--- config.mk ---
export PLATFORM = sky130hd
export DESIGN_NAME = macro_lane_serializer_flat
export DESIGN_NICKNAME = d
export VERILOG_FILES = /design/src/rtl/macro_lane_serializer_if.sv /design/src/rtl/macro_lane_serializer.sv /design/src/flat_wrapper.sv
export SDC_FILE = /design/constraint.sdc
export NUM_CORES = 1
export LEC_CHECK = 0
export CORE_AREA = 5 5 42 44
export DETAILED_ROUTE_END_ITERATION = 12
export DIE_AREA = 0 0 47 49
export DONT_BUFFER_PORTS = 1
export PLACE_DENSITY = 0.3
export SLEW_MARGIN = 20
export SYNTH_ARGS = -nofsm -noshare
export SYNTH_HDL_FRONTEND = slang
export SYNTH_SLANG_ARGS = --single-unit
--- constraint.sdc ---
create_clock -name clk -period 1.2 [get_ports clk]
set_clock_uncertainty 0.15 [all_clocks]
set_input_delay 0 -clock clk [delete_from_list [all_inputs] [get_ports clk]]
set_output_delay 0 -clock clk [all_outputs]
set_load 0.02 [all_outputs]
--- src/rtl/macro_lane_serializer_if.sv ---
// ---------------------------------------------------------------------------
// macro_lane_serializer_if
//   Handshake bundle between a wide packed-word producer, the lane
//   serializer and a narrow per-lane consumer.
//
//   Signals
//     s_valid / s_ready / s_data   packed word side (INPUT_WIDTH*INPUT_COUNT)
//     m_valid / m_ready            lane side handshake
//     m_data                       current lane value (INPUT_WIDTH)
//     m_index                      current lane number (IDX_WIDTH)
//     m_last                       current lane is the final lane of the word
//     m_zero                       current lane value is all zero
//
//   Modports
//     slave   the serializer's view (accepts words, emits lanes)
//     master  the environment's view (drives words, consumes lanes)
// ---------------------------------------------------------------------------
interface macro_lane_serializer_if #(
  parameter int INPUT_WIDTH = 1,
  parameter int INPUT_COUNT = 1
);
  localparam int IDX_WIDTH = (INPUT_COUNT > 1) ? $clog2(INPUT_COUNT) : 1;

  logic                               s_valid;
  logic                               s_ready;
  logic [INPUT_WIDTH*INPUT_COUNT-1:0] s_data;
  logic                               m_valid;
  logic                               m_ready;
  logic [INPUT_WIDTH-1:0]             m_data;
  logic [IDX_WIDTH-1:0]               m_index;
  logic                               m_last;
  logic                               m_zero;

  modport slave (
    input  s_valid, s_data, m_ready,
    output s_ready, m_valid, m_data, m_index, m_last, m_zero
  );

  modport master (
    output s_valid, s_data, m_ready,
    input  s_ready, m_valid, m_data, m_index, m_last, m_zero
  );
endinterface

--- src/rtl/macro_lane_serializer.sv ---
// ---------------------------------------------------------------------------
// macro_lane_serializer
//   Splits one packed word of INPUT_COUNT lanes into single-lane beats,
//   lane 0 first, each tagged with its index, a last flag and an all-zero
//   flag. A new word can be taken on the final-lane handshake, so a
//   continuous stream runs with no bubble between words.
//
//   Ports
//     clk      rising-edge clock
//     reset    synchronous, active-high reset
//     bus      macro_lane_serializer_if.slave (s_* word side, m_* lane side)
//
//   Optional feature (compile-time macro)
//     MACRO_LANE_SERIALIZER_SKIP_ZERO_EN
//       defined   : all-zero lanes are skipped; an all-zero word still emits
//                   one beat (index 0, m_zero=1, m_last=1)
//       undefined : every lane is emitted in order
//
//   State | meaning
//   ------+------------------------------------------
//   IDLE  | no word held, s_ready=1
//   SEND  | word held, m_valid=1, presenting one lane
// ---------------------------------------------------------------------------
module macro_lane_serializer #(
  parameter int INPUT_WIDTH = 1,
  parameter int INPUT_COUNT = 1
) (
  input logic                    clk,
  input logic                    reset,
  macro_lane_serializer_if.slave bus
);
  localparam int IDX_WIDTH = (INPUT_COUNT > 1) ? $clog2(INPUT_COUNT) : 1;
  localparam int DW        = INPUT_WIDTH * INPUT_COUNT;

  typedef logic [IDX_WIDTH-1:0] idx_t;
  typedef enum logic {IDLE, SEND} state_t;

  state_t                 state;
  logic [DW-1:0]          word;
  idx_t                   idx;
  logic                   m_valid_q;
  logic [INPUT_WIDTH-1:0] m_data_q;
  logic                   m_last_q;

  logic                   load_now;
  idx_t                   ld_idx;
  logic                   ld_last;
  idx_t                   adv_idx;
  logic                   adv_last;

  function automatic logic [INPUT_WIDTH-1:0] lane_of(input logic [DW-1:0] w, input idx_t i);
    return w[int'(i)*INPUT_WIDTH +: INPUT_WIDTH];
  endfunction

`ifdef MACRO_LANE_SERIALIZER_SKIP_ZERO_EN
  logic [INPUT_COUNT-1:0] ld_mask;
  logic [INPUT_COUNT-1:0] word_mask;

  // Lowest nonzero lane at or above 'from'; 0 when there is none.
  function automatic idx_t first_nz(input logic [INPUT_COUNT-1:0] mask, input int from);
    idx_t pos;
    pos = '0;
    for (int i = INPUT_COUNT-1; i >= 0; i--)
      if (mask[i] && i >= from) pos = idx_t'(i);
    return pos;
  endfunction

  function automatic logic any_nz(input logic [INPUT_COUNT-1:0] mask, input int from);
    logic hit;
    hit = 1'b0;
    for (int i = 0; i < INPUT_COUNT; i++)
      if (mask[i] && i >= from) hit = 1'b1;
    return hit;
  endfunction
`endif

  // The only path from s_* to s_ready is through m_ready on the final lane.
  assign bus.s_ready = (state == IDLE) | ((state == SEND) & bus.m_ready & m_last_q);
  assign load_now    = bus.s_valid & bus.s_ready;

  always_comb begin
    ld_idx   = '0;
    ld_last  = 1'b0;
    adv_idx  = '0;
    adv_last = 1'b0;
`ifdef MACRO_LANE_SERIALIZER_SKIP_ZERO_EN
    ld_mask   = '0;
    word_mask = '0;
    for (int i = 0; i < INPUT_COUNT; i++) begin
      ld_mask[i]   = |bus.s_data[i*INPUT_WIDTH +: INPUT_WIDTH];
      word_mask[i] = |word[i*INPUT_WIDTH +: INPUT_WIDTH];
    end
    // An all-zero word lands on lane 0 with nothing above it, so it is last.
    ld_idx   = first_nz(ld_mask, 0);
    ld_last  = ~any_nz(ld_mask, int'(ld_idx) + 1);
    adv_idx  = first_nz(word_mask, int'(idx) + 1);
    adv_last = ~any_nz(word_mask, int'(adv_idx) + 1);
`else
    ld_idx   = '0;
    ld_last  = (INPUT_COUNT == 1);
    adv_idx  = idx + 1'b1;
    adv_last = (adv_idx == idx_t'(INPUT_COUNT - 1));
`endif
  end

  always_ff @(posedge clk) begin
    if (reset) begin
      state     <= IDLE;
      word      <= '0;
      idx       <= '0;
      m_valid_q <= 1'b0;
      m_data_q  <= '0;
      m_last_q  <= 1'b0;
    end else if (load_now) begin
      state     <= SEND;
      word      <= bus.s_data;
      idx       <= ld_idx;
      m_valid_q <= 1'b1;
      m_data_q  <= lane_of(bus.s_data, ld_idx);
      m_last_q  <= ld_last;
    end else if (state == SEND && bus.m_ready) begin
      if (!m_last_q) begin
        idx      <= adv_idx;
        m_data_q <= lane_of(word, adv_idx);
        m_last_q <= adv_last;
      end else begin
        // Word finished with no follow-on word: return outputs to idle values.
        state     <= IDLE;
        idx       <= '0;
        m_valid_q <= 1'b0;
        m_data_q  <= '0;
        m_last_q  <= 1'b0;
      end
    end
  end

  assign bus.m_valid = m_valid_q;
  assign bus.m_data  = m_data_q;
  assign bus.m_index = idx;
  assign bus.m_last  = m_last_q;
  assign bus.m_zero  = ~|m_data_q;
endmodule

--- src/flat_wrapper.sv ---
// flat-port wrapper written by rule: the top's interface ports become plain ports
module macro_lane_serializer_flat 
#(
  parameter int INPUT_WIDTH = 1,
  parameter int INPUT_COUNT = 1
)
  (clk, reset, bus_s_valid, bus_s_data, bus_m_ready, bus_s_ready, bus_m_valid, bus_m_data, bus_m_index, bus_m_last, bus_m_zero);
  macro_lane_serializer_if #(.INPUT_WIDTH(INPUT_WIDTH), .INPUT_COUNT(INPUT_COUNT)) bus_i ();
  input logic clk;
  input logic reset;
  input wire logic [$bits(bus_i.s_valid)-1:0] bus_s_valid;
  input wire logic [$bits(bus_i.s_data)-1:0] bus_s_data;
  input wire logic [$bits(bus_i.m_ready)-1:0] bus_m_ready;
  output wire logic [$bits(bus_i.s_ready)-1:0] bus_s_ready;
  output wire logic [$bits(bus_i.m_valid)-1:0] bus_m_valid;
  output wire logic [$bits(bus_i.m_data)-1:0] bus_m_data;
  output wire logic [$bits(bus_i.m_index)-1:0] bus_m_index;
  output wire logic [$bits(bus_i.m_last)-1:0] bus_m_last;
  output wire logic [$bits(bus_i.m_zero)-1:0] bus_m_zero;
  assign bus_i.s_valid = bus_s_valid;
  assign bus_i.s_data = bus_s_data;
  assign bus_i.m_ready = bus_m_ready;
  assign bus_s_ready = bus_i.s_ready;
  assign bus_m_valid = bus_i.m_valid;
  assign bus_m_data = bus_i.m_data;
  assign bus_m_index = bus_i.m_index;
  assign bus_m_last = bus_i.m_last;
  assign bus_m_zero = bus_i.m_zero;
  macro_lane_serializer #(.INPUT_WIDTH(INPUT_WIDTH), .INPUT_COUNT(INPUT_COUNT)) u_core (.clk(clk), .reset(reset), .bus(bus_i));
endmodule
== Word level (Yosys, flattened, before mapping) ==
Cells that the tools add are included.

* Flip-flop bits (word level): 5
* Input bits: 5
* Output and inout port bits: 6
* Logic and storage cells: 29

* Add/sub/neg operators: 1
* Shifts and indexed selects: 1
* Multiplexer cells: 10
* Bitwise logic cells: 6
* Reduce and logical (&&, ||, !) cells: 6

{| class="wikitable"
|+ Operators with widths
! operator !! count
|-
| two-way mux 1 bit || 10
|-
| nonzero test 2 bit || 2
|-
| AND 1 bit || 3
|-
| inverter 1 bit || 2
|-
| AND reduction 2 bit || 1
|-
| OR reduction 2 bit || 1
|-
| variable part select 1 x 2 -> 1 bit || 1
|-
| adder 1 bit (second input constant) || 1
|-
| logical AND 1 bit || 1
|-
| zero test 1 bit || 1
|-
| bitwise OR 1 bit || 1
|}

== Longest topological paths before layout ==
Gate-level depths: netlist (run 1).

* Depth in word-level cells: 6
* Mapped depth: 3
* Depth with buffers taken out: 3

== Worst setup path before layout (run 1) ==
Ideal clock, no wire load.

* Kind: reg-to-reg
* Start: reg u_core.state
* End: reg u_core.m_last_q, in the netlist u_core.bus.m_last
* Setup time: 0.088 ns
* Arrival: 1.067 ns
* Setup slack: -0.105 ns
* Stages on the path, launching flop included: 4
* Clock period less this slack: 1.305 ns
* Cells stage by stage: dfxtp_1 > a21boi_2 > inv_2 > a311oi_2

* Cells in the longest elaborated chain, start to end: 5

{| class="wikitable"
|+ RTL lines
! what !! line !! source
|-
| start: declaration || macro_lane_serializer.sv:38 || <nowiki>state_t state;</nowiki>
|-
| start signal: assignment || macro_lane_serializer.sv:108 || <nowiki>state <= IDLE;</nowiki>
|-
| start signal: assignment || macro_lane_serializer.sv:115 || <nowiki>state <= SEND;</nowiki>
|-
| start signal: assignment || macro_lane_serializer.sv:128 || <nowiki>state <= IDLE;</nowiki>
|-
| AND 1 bit (2 in series) || macro_lane_serializer.sv:78 || <nowiki>assign bus.s_ready = (state == IDLE) | ((state == SEND) & bus.m_ready & m_last_q);</nowiki>
|-
| bitwise OR 1 bit (*) || macro_lane_serializer.sv:78 ||
|-
| via bus_s_ready || flat_wrapper.sv:14 || <nowiki>output wire logic [$bits(bus_i.s_ready)-1:0] bus_s_ready;</nowiki>
|-
| AND 1 bit (*) || macro_lane_serializer.sv:79 || <nowiki>assign load_now = bus.s_valid & bus.s_ready;</nowiki>
|-
| two-way mux 1 bit or nonzero test 2 bit (tied branches) || - ||
|-
| end signal: assignment || macro_lane_serializer.sv:120 || <nowiki>m_last_q <= ld_last;</nowiki>
|-
| end signal: assignment || macro_lane_serializer.sv:125 || <nowiki>m_last_q <= adv_last;</nowiki>
|-
| end: declaration || macro_lane_serializer.sv:43 || <nowiki>logic m_last_q;</nowiki>
|}

Mark *: on every way through the listed nets, which the timed path passes. The rest lies on a longest branch.
A chain may end at the register's enable or synchronous reset.

== Worst setup path after layout (run 1) ==
* Start: reg u_core.state
* End: out bus_s_ready

* Cells in the longest elaborated chain, start to end: 3

{| class="wikitable"
|+ RTL lines
! what !! line
|-
| AND 1 bit (2 in series) || macro_lane_serializer.sv:78
|-
| bitwise OR 1 bit (*) || macro_lane_serializer.sv:78
|-
| end: declaration || flat_wrapper.sv:14
|}

Every way passes the cells marked *; elsewhere a longest branch is shown, timed or not.

==> results of run 1 <==
[cells in the mapped netlist, drive strengths merged]
cell type | instances | area (um^2)
dfxtp | 5 | 100.1
a21oi | 4 | 20.02
inv | 3 | 11.26
a211oi | 2 | 15.01
nand2b | 2 | 12.51
nand3b | 2 | 15.01
a21boi | 1 | 11.26
a311oi | 1 | 15.01
and3b | 1 | 8.760
nand2 | 1 | 3.750
nor2b | 1 | 6.260
nor3 | 1 | 5.000
nor4 | 1 | 6.260
o21ai | 1 | 5.000
or3 | 1 | 6.260
[power by group]
part           internal, mW  leakage (nW)  total [mW]  switching (mW)
clock                 0.126        0.0150       0.202          0.0759
combinational        0.0557         0.108       0.113          0.0568
sequential            0.180        0.0429       0.195          0.0157
total                 0.362         0.166       0.510           0.148
[flip-flops by register name, indices dropped and copies added, names as in the netlist]
signal and count:
u_core.state 1, u_core.bus.m_index 1, u_core.bus.m_last 1, u_core.bus.m_data 1, u_core.word 1
[cells by family after synthesis]
| family | share of synthesized area, % |
|---|---|
| AND/OR/NAND/NOR | 26.42 |
| AO/OA/AOI/OAI | 27.46 |
| flip-flops | 41.45 |
| buffers and inverters | 4.663 |
[worst max-delay path, stage by stage (launching register included)]
cell and delay (ns):
sky130_fd_sc_hd__dfxtp_4 0.37, sky130_fd_sc_hd__a21boi_4 0.20, sky130_fd_sc_hd__inv_2 0.07, sky130_fd_sc_hd__buf_6 0.13
[layout make-up]
type	count	area (um^2)	share of cell area [%]
Sequential cell	5	108.9	26.93
Timing Repair Buffer	10	95.09	23.53
Inverter	3	11.26	2.786
Clock buffer	4	26.28	6.502
Multi-Input combinational cell	19	142.6	35.29
Tap cell	16	20.02	4.954
[per-layer routing]
metal | part of all wire (%) | track usage, % | vias to the layer above
li1 | - | - | 126
met1 | 43 | 7.095 | 112
met2 | 46 | 7.919 | 11
met3 | 9.2 | 7.011 | 2
met4 | 1.4 | 4.147 | 0
met5 | 0 | 0 | -
[repair_timing]
action	in CTS	in global routing
hold endpoints to repair	5	0
setup endpoints to repair	1	3
resized for setup	1	7
setup buffers	1	0
hold buffers	4	0
[final timing paths]
path / to / slack (ns) / cells past startpoint
worst max-delay path: bus_s_ready / 0.04 / 3
worst max register to register: u_core.bus.m_data / 0.08 / 3
worst min-delay path: u_core.state / 0.17 / 4
worst min register to register: u_core.word / 0.33 / 2
==> metrics list, run 1 <==
- Hold timing on the final database bottoms out at a slack of 0.1669 ns.
- Highest Clock Rate: 865.1 MHz
- Static Leakage: 0.1663 nW
* Initial antenna violation count: 0
* Timing startpoint of the critical path: u_core.state
- Detailed placement ended at an HPWL of 461.8 um.
* Required time worst endpoint: 1.05 ns
- Unique masters post-synth: 16
* GRT Total Usage: 6.709%
- Max Transition Viols Final: 0
- The average instance in the mapped netlist occupies 8.944 um^2.
- Power density of the placed cells: 1262 mW/mm^2
* Wire per inst: 11.30 um
- The later pin in the worst-skew pair is clocked with a latency of 0.25 ns.
- In this run the worst hold path is classified as in2reg.
- Summed over all layers, the routed wires come to 644 um.
- Summing all non-filler instances in the final layout gives an area of 404.1 um^2.
- Of the cells placed in the final design, the portion with a size suffix greater than 1 is 39.02%.
* Antenna Cells: 0
- Using the TritonRoute via totals, the vias-per-cell ratio works out to 4.404.
- After detailed routing, the number of remaining DRC violations is 0.
- The total overflow left after global routing is 0.
- Once detail routing completed, the nets flagged for antenna violations numbered 0.
* Top-Level Pins: 11
- Clock tree buffer depth: 2
- Startpoint type of the worst setup path: flip-flop
- Slew at the pin closest to its max-slew limit: 0.2275 ns
* Number of cells produced by synthesis: 27
- From bottom edge to top edge, the die measures 49 um.
* Fillers: 155
* Minimum clock period after layout: 1.156 ns
* Max-cap violations: 0
- Pre-CTS setup slack: 0.04759 ns
- In this run the number of H-tree levels came out at 1.
- The count of final hold-check violations was 0.
- IR analysis of the VDD net gives a maximum drop of 0.4697 mV.
- Critical path class: reg2out
* Num CTS Buffers: 3
- In this run the horizontal extent of the chip is 47 um.
- Total of buffers placed on input and output ports: 0
- In this run the standard cell core region covers 0.001401 mm^2.
- CTS clock-pin slew for the worst setup and hold paths: 0.04 ns
* Post-detailed-placement cell area: 301.5 um^2
- Fin Setup TNS: 0 ns
- Measured against its own limit, the worst slew margin works out to 84.78%.
- Across all setup checks in the final design, the least slack found is 0.04405 ns.
- Crit path capture type: output port
- Crit path DAT: 1.01 ns
- Setup repair after global routing could not meet its margin everywhere.
- Pin count of the biggest net entering global routing: 8
* Via total after detailed routing: 251
- Setup violations remaining at the end of the flow were counted as 0.
- Of all nets on the critical path, the largest fanout is 7.
- Clock tree from TritonCTS: done
- CTS root buf: sky130_fd_sc_hd__clkbuf_4
- Placer Congestion: 0.7651
- Startpoint of the most critical hold path: bus_m_ready
- Die area: 0.002303 mm^2
- Post-synthesis net count: 32
- The via count of the first global-routing pass was 234.
* Fraction of the core area covered by cells at the end of the flow: 28.84%
* Total Power: 0.5100 mW
* Clock net sink count: 5
- Launch point of the worst reg-to-reg path: u_core.bus.m_last
- Count of non-filler cells in the finished layout: 57
- Cells after DPL: 48
* Layout-stage area growth over the synthesis result: 67.36%
- Drt first pass iters: 2
- NumNets Final: 47
- The floorplan has 14 rows.
- Initial Util: 17.23%
- The first global-routing pass estimated 993 um of wire.
- Synthesized area: 241.5 um^2
* Synth warn: 0
- First DRT Iteration DRCs: 4
- Part of the Yosys area used for sequential elements: 41.45%
- Highest-count cells in the layout ignoring fill and taps: sky130_fd_sc_hd__a21oi_1, sky130_fd_sc_hd__buf_4, sky130_fd_sc_hd__clkbuf_4, sky130_fd_sc_hd__dlygate4sd3_1
- Counting flops and latches in the post-synthesis netlist gives 5.
* Run status: complete, no violations
* Share of the clock period used by the worst path: 96.33%
No activity file was read; power rests on OpenSTA's default activity.
==> run 2, diff against run 1 <==
--- a/config.mk
+++ b/config.mk
@@ -5,6 +5,7 @@
 export SDC_FILE = /design/constraint.sdc
 export NUM_CORES = 1
 export LEC_CHECK = 0
+export ABC_AREA = 1
 export CORE_AREA = 5 5 42 44
 export DETAILED_ROUTE_END_ITERATION = 12
 export DIE_AREA = 0 0 47 49
==> run 2 against run 1 <==
- via count grew 4.8%
- sequential share of layout area decreased by 0.11 points
- register-to-register slack improved by 0.07 ns
- sequential power shrank 3%
- area after synthesis fell by 1.6%
- flip-flop and latch count unchanged
- hold slack better by 0.15 ns
- non-clock buffer count is 1 higher
- clock power barely moved
- synthesized cell count increased by 26%
==> metrics list, run 2 <==
- Among all flip-flop cells after synthesis, the most frequent one is sky130_fd_sc_hd__dfxtp_1.
- The cell area after technology mapping came to 237.7 um^2 (-1.6%).
- The number of synthesized register bits came to 5 (unchanged).
- Worst Hold Endpoint: u_core.word
* Floorplan row count: 14 (unchanged)
- Startpoint type of the worst setup path: primary input
* Height of the die: 49 um (unchanged)
- Wire length of the first global-routing pass: 1.048 mm (+5.5%)
* Max Transition Viols Final: 0 (unchanged)
- Highest-count cells in the layout ignoring fill and taps: sky130_fd_sc_hd__buf_4, sky130_fd_sc_hd__nand2_1, sky130_fd_sc_hd__nor2_1
* Top-Level Pins: 11 (unchanged)
- The count of cell types in the netlist came to 12 (-4).
- Fraction of registers with async set or reset after synthesis: 0% (unchanged)
- The total number of clock tree sinks came to 5 (unchanged).
- The largest buffer count on any clock path was 2 (unchanged).
* Cells after DPL: 57 (+19%)
- Final routed DRC violation total: 0 (unchanged)
- Layout-stage area growth over the synthesis result: 58.95%
* Initial antenna violation count: 0 (unchanged)
* Hold Vio Cnt, Final: 0 (unchanged)
* First DRT Iteration DRCs: 6 (+2)
* Final HPWL from detailed placement: 485.1 um (+5.0%)
- Wire per inst: 9.169 um (-19%)
- Power density of the placed cells: 1321 mW/mm^2 (+4.6%)
* Number of nets with antenna violations after routing: 0 (unchanged)
- Class of the tightest hold or removal check: in2reg
- Cell count of the worst hold path: 2 (-2)
- Horizontal extent of the die: 47 um (unchanged)
- Share of the clock period used by the worst path: 91.39% (-4.9 points)
- CTS clock-pin slew for the worst setup and hold paths: 0.05 ns (about the same)
- RSZ-0062 raised after global routing: false
- The number of buffers inserted by port buffering was 0 (unchanged).
- The cell sitting at the root of the clock tree is a sky130_fd_sc_hd__clkbuf_4.
* Most common cell after layout, fill and taps aside: sky130_fd_sc_hd__buf_4
- Avg Cell Area, Syn: 6.992 um^2 (-22%)
- Ranked by total cell area, the synthesized netlist is headed by sky130_fd_sc_hd__dfxtp_1, sky130_fd_sc_hd__nand3_1, sky130_fd_sc_hd__nand2_1.
* NumNets Final: 55 (+17%)
- Fin Setup TNS: 0 ns (unchanged)
- Total length of routed wires: 596 um (-7.5%)
- The critical path data required time is 1.20 ns (+0.15 ns).
- Cell accounting for the most synthesized area: sky130_fd_sc_hd__dfxtp_1
- The area share of the largest cell type after synthesis was 42.11% (+0.65 points).
* PostCTS Resize Cnt: 0 (-1)
- Number of levels the H-tree was split into: 1 (unchanged)
- Top cell types by occurrence after synthesis: sky130_fd_sc_hd__dfxtp_1, sky130_fd_sc_hd__nand2_1, sky130_fd_sc_hd__nor2_1
* Slew headroom: 85.95% (+1.2 points)
- Endpoints failing setup: 0 (unchanged)
- The overall routing resource usage came to 6.821% (+0.11 points).
- Share of cells above drive strength 1: 30.61% (-8.4 points)
- Fraction of the core area covered by cells at the end of the flow: 26.96% (-1.9 points)
- Vias per cell: 4.046 (-8.1%)
* Number of cell instances on the worst register-to-register path: 4 (+1)
- The detailed-router iteration count before antenna repair was 2 (unchanged).
* Reg-to-reg critical path endpoint: u_core.bus.m_data
- Die area: 0.002303 mm^2 (unchanged)
* Initial Util: 16.96% (-0.27 points)
- The post-synthesis net count was 39 (+22%).
- The minimum clock period was 1.097 ns (-0.05930 ns).
- The routability congestion estimate from global placement was 0.7193 (-6.0%).
- Number of cells produced by synthesis: 34 (+26%)
- The worst hold path begins at reset.
* Part of the Yosys area used for sequential elements: 42.11% (+0.65 points)
* Crit-path max FO: 2 (-5)
* Synth warn: 0 (unchanged)
* Slew at the pin closest to its max-slew limit: 0.2104 ns (-0.01710 ns)
- Run status: complete, no violations
- Crit path DAT: 1.09 ns (+0.08 ns)
- In this run the critical register-to-register path is launched from u_core.state.
- Static Leakage: 0.1726 nW (+3.8%)
* Via total after detailed routing: 263 (+4.8%)
* Count of non-filler cells in the finished layout: 65 (+14%)
* Critical path class: in2reg
- Clock tree from TritonCTS: done
- The total overflow reported by the global router came to 0 (unchanged).
* Num CTS Buffers: 3 (unchanged)
- The final non-filler cell area is 377.9 um^2 (-6.5%).
- The via count of the first global-routing pass came to 267 (+14%).
- Core footprint: 0.001401 mm^2 (unchanged)
- The register-to-register setup slack is 0.15 ns (+0.07 ns).
- Tracing the worst setup path back leads to its startpoint at bus_m_ready.
- The largest net degree at the start of global routing came to 6 (-2).
- EDFF count, synth: 0 (unchanged)
- The worst vdd rail ir drop is 0.4430 mV (-5.7%).
* Highest Clock Rate: 911.9 MHz (+5.4%)
- STA classifies the critical path endpoint as a flip-flop.
* Clk Latency, worst-skew pair: 0.25 ns (about the same)
- Post-detailed-placement cell area: 311.5 um^2 (+3.3%)
- The number of max-capacitance violations reported is 0 (unchanged).
- The number of inserted diodes was 0 (unchanged).
==> run 2: power by group <==
group	internal, mW	total [mW]	leakage [nW]	switching [mW]
Combinational	0.0484	0.109	0.116	0.0603
Sequential	0.179	0.189	0.0416	0.00983
Clock	0.126	0.201	0.0150	0.0750
Total	0.354	0.499	0.173	0.145
==> run 2: cell families after synthesis <==
kind of cell | count (synthesis) | share of synthesized area (%)
AOI/OAI and AO/OA | 5 | 11.05
buffers and inverters | 5 | 7.891
DFF | 5 | 42.11
and+or+nand+nor | 19 | 38.95
==> run 2: per-layer routing <==
| metal | vias up | GRT usage (%) | wire, um |
|---|---|---|---|
| met5 | - | 0 | 0 |
| met4 | 0 | 8.295 | 40 |
| met3 | 5 | 3.321 | 48 |
| met2 | 9 | 8.597 | 278 |
| met1 | 111 | 7.002 | 229 |
| li1 | 138 | - | - |
==> run 2: worst max-delay path by stage <==
stage | to | slack [ns] | cells after the start
floorplan | u_core.bus.m_data | 0.04 | 5
global placement | u_core.bus.m_data | 0.15 | 5
detailed placement | u_core.bus.m_data | 0.15 | 4
CTS | u_core.bus.m_data | 0.11 | 6
global route | u_core.bus.m_index | 0.04 | 4
finish | u_core.bus.m_data | 0.10 | 6
==> run 2: metrics by stage <==
step	power [mW]	setup WS, ns	hold slack [ns]
floorplan	0.2517	0.03880	-0.08800
CTS	0.5136	0.1147	0.3161
global route	0.5362	0.03657	0.3189
global placement	0.2881	0.1474	-0.08069
finish	0.4990	0.1034	0.3140
detailed placement	0.2886	0.1467	-0.07776
==> run 2: cell type report <==
type                       instances  area [um^2]
multi-input combinational         24        118.9
timing repair buffer              11        92.59
fill                             160         1023
tap                               16        20.02
sequential                         5        101.3
inverter                           5        18.77
clock buffer                       4        26.28
==> run 2: worst max-delay path: stages <==
cell and delay [ns]:
sky130_fd_sc_hd__dlygate4sd3_1 0.59, sky130_fd_sc_hd__nand2_2 0.09, sky130_fd_sc_hd__a21oi_1 0.20, sky130_fd_sc_hd__nor2_1 0.06
sky130_fd_sc_hd__nor2_1 0.11, sky130_fd_sc_hd__nor2_1 0.04
==> run 2: repair_timing <==
item / CTS / global route
setup endpoints to repair: 0 / 0
endpoints found under the hold margin: 5 / 0
hold buffers: 4 / 0
setup buffers: 0 / 0
==> run 3, diff against run 2 <==
==> constraint.sdc (replaced) <==
create_clock -name clk -period 1.27 [get_ports clk]
set_clock_uncertainty 0.15 [all_clocks]
set_input_delay 0 -clock clk [delete_from_list [all_inputs] [get_ports clk]]
set_output_delay 0 -clock clk [all_outputs]
set_load 0.02 [all_outputs]
==> run 3 against run 2 <==
- via count fell by 3.4%
- sequential share of layout area fell by 0.24 points
- non-clock buffer count did not move
- routed wire length fell by 3.7%
- register-to-register slack improved by 0.06 ns
- combinational power fell by 6%
==> metrics list, run 3 (same netlist as run 2, synthesis figures left out) <==
- Run status: complete, no violations
- The tightest min-delay check is of the reg2reg type.
- The combinational cell fraction of total power came to 21.9% (about the same).
- The footprint of the multi-input gates is 118.9 um^2 (unchanged).
* Max Transition Viols Final: 0 (unchanged)
- The tree is rooted in a sky130_fd_sc_hd__clkbuf_4.
- The die extent in y is 49 um (unchanged).
- Floorplan row count: 14 (unchanged)
- Max-cap violations: 0 (unchanged)
- TritonCTS built the clock tree.
* Num CTS Buffers: 3 (unchanged)
- Antenna Cells: 0 (unchanged)
* NumNets Final: 55 (unchanged)
- The final worst setup slack is 0.1781 ns (+0.07477 ns).
- Cells after DPL: 57 (unchanged)
- CP max-delay cell: sky130_fd_sc_hd__dlygate4sd3_1
* Top-Level Pins: 11 (unchanged)
- The number of nets with antenna violations after detailed routing is 0 (unchanged).
- Critical path class: in2reg
* Final HPWL from detailed placement: 466.6 um (-3.8%)
- The largest buffer count on any clock path came to 2 (unchanged).
- The post-route DRC violation count is 0 (unchanged).
- The number of antenna violations at the first check in global routing is 0 (unchanged).
- PostCTS Resize Cnt: 0 (unchanged)
- The detailed-router iteration count before antenna repair is 2 (unchanged).
* Share of the clock period used by the worst path: 85.97%
- Pin count of the biggest net entering global routing: 6 (unchanged)
- The switching part of the total came to 28.62% (-0.47 points).
- The total of hold buffers inserted after clock tree synthesis is 4 (unchanged).
* Most common cell after layout, fill and taps aside: sky130_fd_sc_hd__buf_4
- The global-route wire length before repair came to 966 um (-7.8%).
* Required time worst endpoint: 1.26 ns (+0.06 ns)
- Via total after detailed routing: 254 (-3.4%)
* Relative contribution of sequential cells to total power: 38.1% (+0.2 points)
* Grt ovf: 0 (unchanged)
* Minimum clock period after layout: 1.092 ns
- Crit path DAT: 1.08 ns (about the same)
- The final cell count without fillers was 65 (unchanged).
* Total length of routed wires: 574 um (-3.7%)
- The via count of the first global-routing pass came to 241 (-9.7%).
- The switching power total is 0.1337 mW (-7.9%).
- The worst slack at placement came to 0.2040 ns (+0.05729 ns).
- Slew headroom: 86.29% (+0.34 points)
- Core footprint: 0.001401 mm^2 (unchanged)
* Power density of the placed cells: 1241 mW/mm^2 (-6.0%)
* Post-CTS setup buffer count: 0 (unchanged)
- Largest stage delay, worst path: 0.58 ns (about the same)
- The overall die area was 0.002303 mm^2 (unchanged).
- The overall routing resource usage was 6.044% (-0.78 points).
- Worst voltage drop across the vdd grid: 0.3570 mV (-19%)
- The leakage power total is 0.1723 nW (-0.15%).
- Crit-path max FO: 2 (unchanged)
- First DRT Iteration DRCs: 1 (-5)
* Clk Latency, worst-skew pair: 0.24 ns (about the same)
- Startpoint type of the worst setup path: primary input
* RSZ-0062 raised after global routing: false
- Compared with the post-synthesis result, the final layout area differs by 58.42%.
- The cell-internal power came to 0.3335 mW (-5.7%).
- The routability congestion estimate from global placement was 0.7386 (+2.7%).
* Total Power: 0.4673 mW (-6.4%)
* Horizontal extent of the die: 47 um (unchanged)
* Wire per inst: 8.831 um (-3.7%)
- Area used by sequential logic in the layout: 100.1 um^2 (-1.2%)
- Share of cells above drive strength 1: 28.57% (-2.0 points)
- Most Frequent Cell on Critical Path: sky130_fd_sc_hd__nor2_1
- Ordered list of cells on the worst path: dlygate4sd3_1 -> nand2_2 -> a21oi_1 -> nor2_1 -> nor2_1 -> nor2_1
* Clock net sink count: 5 (unchanged)
- In the layout the commonest cells are sky130_fd_sc_hd__buf_4, sky130_fd_sc_hd__nand2_1, sky130_fd_sc_hd__nor2_1, sky130_fd_sc_hd__dfxtp_1.
* Slew at the pin closest to its max-slew limit: 0.2053 ns (-0.005066 ns)
- Total of buffers placed on input and output ports: 0 (unchanged)
* Crit path capture type: flip-flop
* Fillers: 159 (-0.63%)
- The clock share of power is 40.0% (-0.3 points).
* Endpoints failing setup: 0 (unchanged)
- Fin Setup TNS: 0 ns (unchanged)
- CTS clock-pin slew for the worst setup and hold paths: 0.05 ns (about the same)
- Derived from the worst setup path, the maximum achievable clock frequency is 915.9 MHz.
- The via count normalized by instance count came to 3.908 (-3.4%).
- The count of final hold-check violations is 0 (unchanged).
- The starting density of the core is 16.96% (unchanged).
* Number of levels the H-tree was split into: 1 (unchanged)
run 3: cell types whose count changed in the layout (fill, tap and decap cells not counted):
| cell | previous run | this run |
|---|---|---|
| sky130_fd_sc_hd__dfxtp_2 | 1 | 0 |
| sky130_fd_sc_hd__dfxtp_1 | 4 | 5 |
run 3: stage by stage:
| stage | util (%) | cell area (um^2) | hold slack, ns |
|---|---|---|---|
| final | 26.88 | 376.6 | 0.3146 |
| after global routing | 26.88 | 376.6 | 0.3181 |
| after CTS | 26.88 | 376.6 | 0.3165 |
| after detailed placement | 22.14 | 310.3 | -0.07778 |
| after global placement | 22.14 | 310.3 | -0.07737 |
| after floorplan | - | 237.7 | -0.08093 |
run 3: routing by layer:
layer | track usage (%) | vias up | part of all wire, %
li1 | - | 138 | -
met1 | 5.895 | 105 | 39
met2 | 8.597 | 9 | 49
met3 | 3.321 | 2 | 9.9
met4 | 5.530 | 0 | 2.1
met5 | 0 | - | 0
run 3: cell type report:
class                      count  share of cell area (%)
tap                           16                   5.316
timing repair buffer          11                   24.58
clock buffer                   4                   6.977
sequential                     5                   26.58
inverter                       5                   4.983
multi-input combinational     24                   31.56
run 3: power by group through the flow:
stage | logic, mW | clock network [mW] | registers [mW]
3_5_place_dp | 0.0904 | 0 | 0.181
4_1_cts | 0.104 | 0.196 | 0.178
2_1_floorplan | 0.0438 | 0 | 0.193
5_1_grt | 0.113 | 0.204 | 0.180
6_report | 0.102 | 0.187 | 0.178
3_3_place_gp | 0.0908 | 0 | 0.181
run 3: path summary, 6_finish.rpt:
check / slack (ns) / endpoint / cells after the start / start
worst max-delay path: 0.18 / u_core.bus.m_data / 6 / bus_m_ready
worst min-delay path: 0.31 / u_core.word / 2 / u_core.word
worst max register to register: 0.21 / u_core.bus.m_data / 5 / u_core.bus.m_last
worst min register to register: 0.31 / u_core.word / 2 / u_core.word
run 3: worst max-delay path, delay by kind of cell:
family | cells | cell delay (ns)
buf+inv | 1 | 0.58
simple gates | 4 | 0.30
compound gates | 1 | 0.20
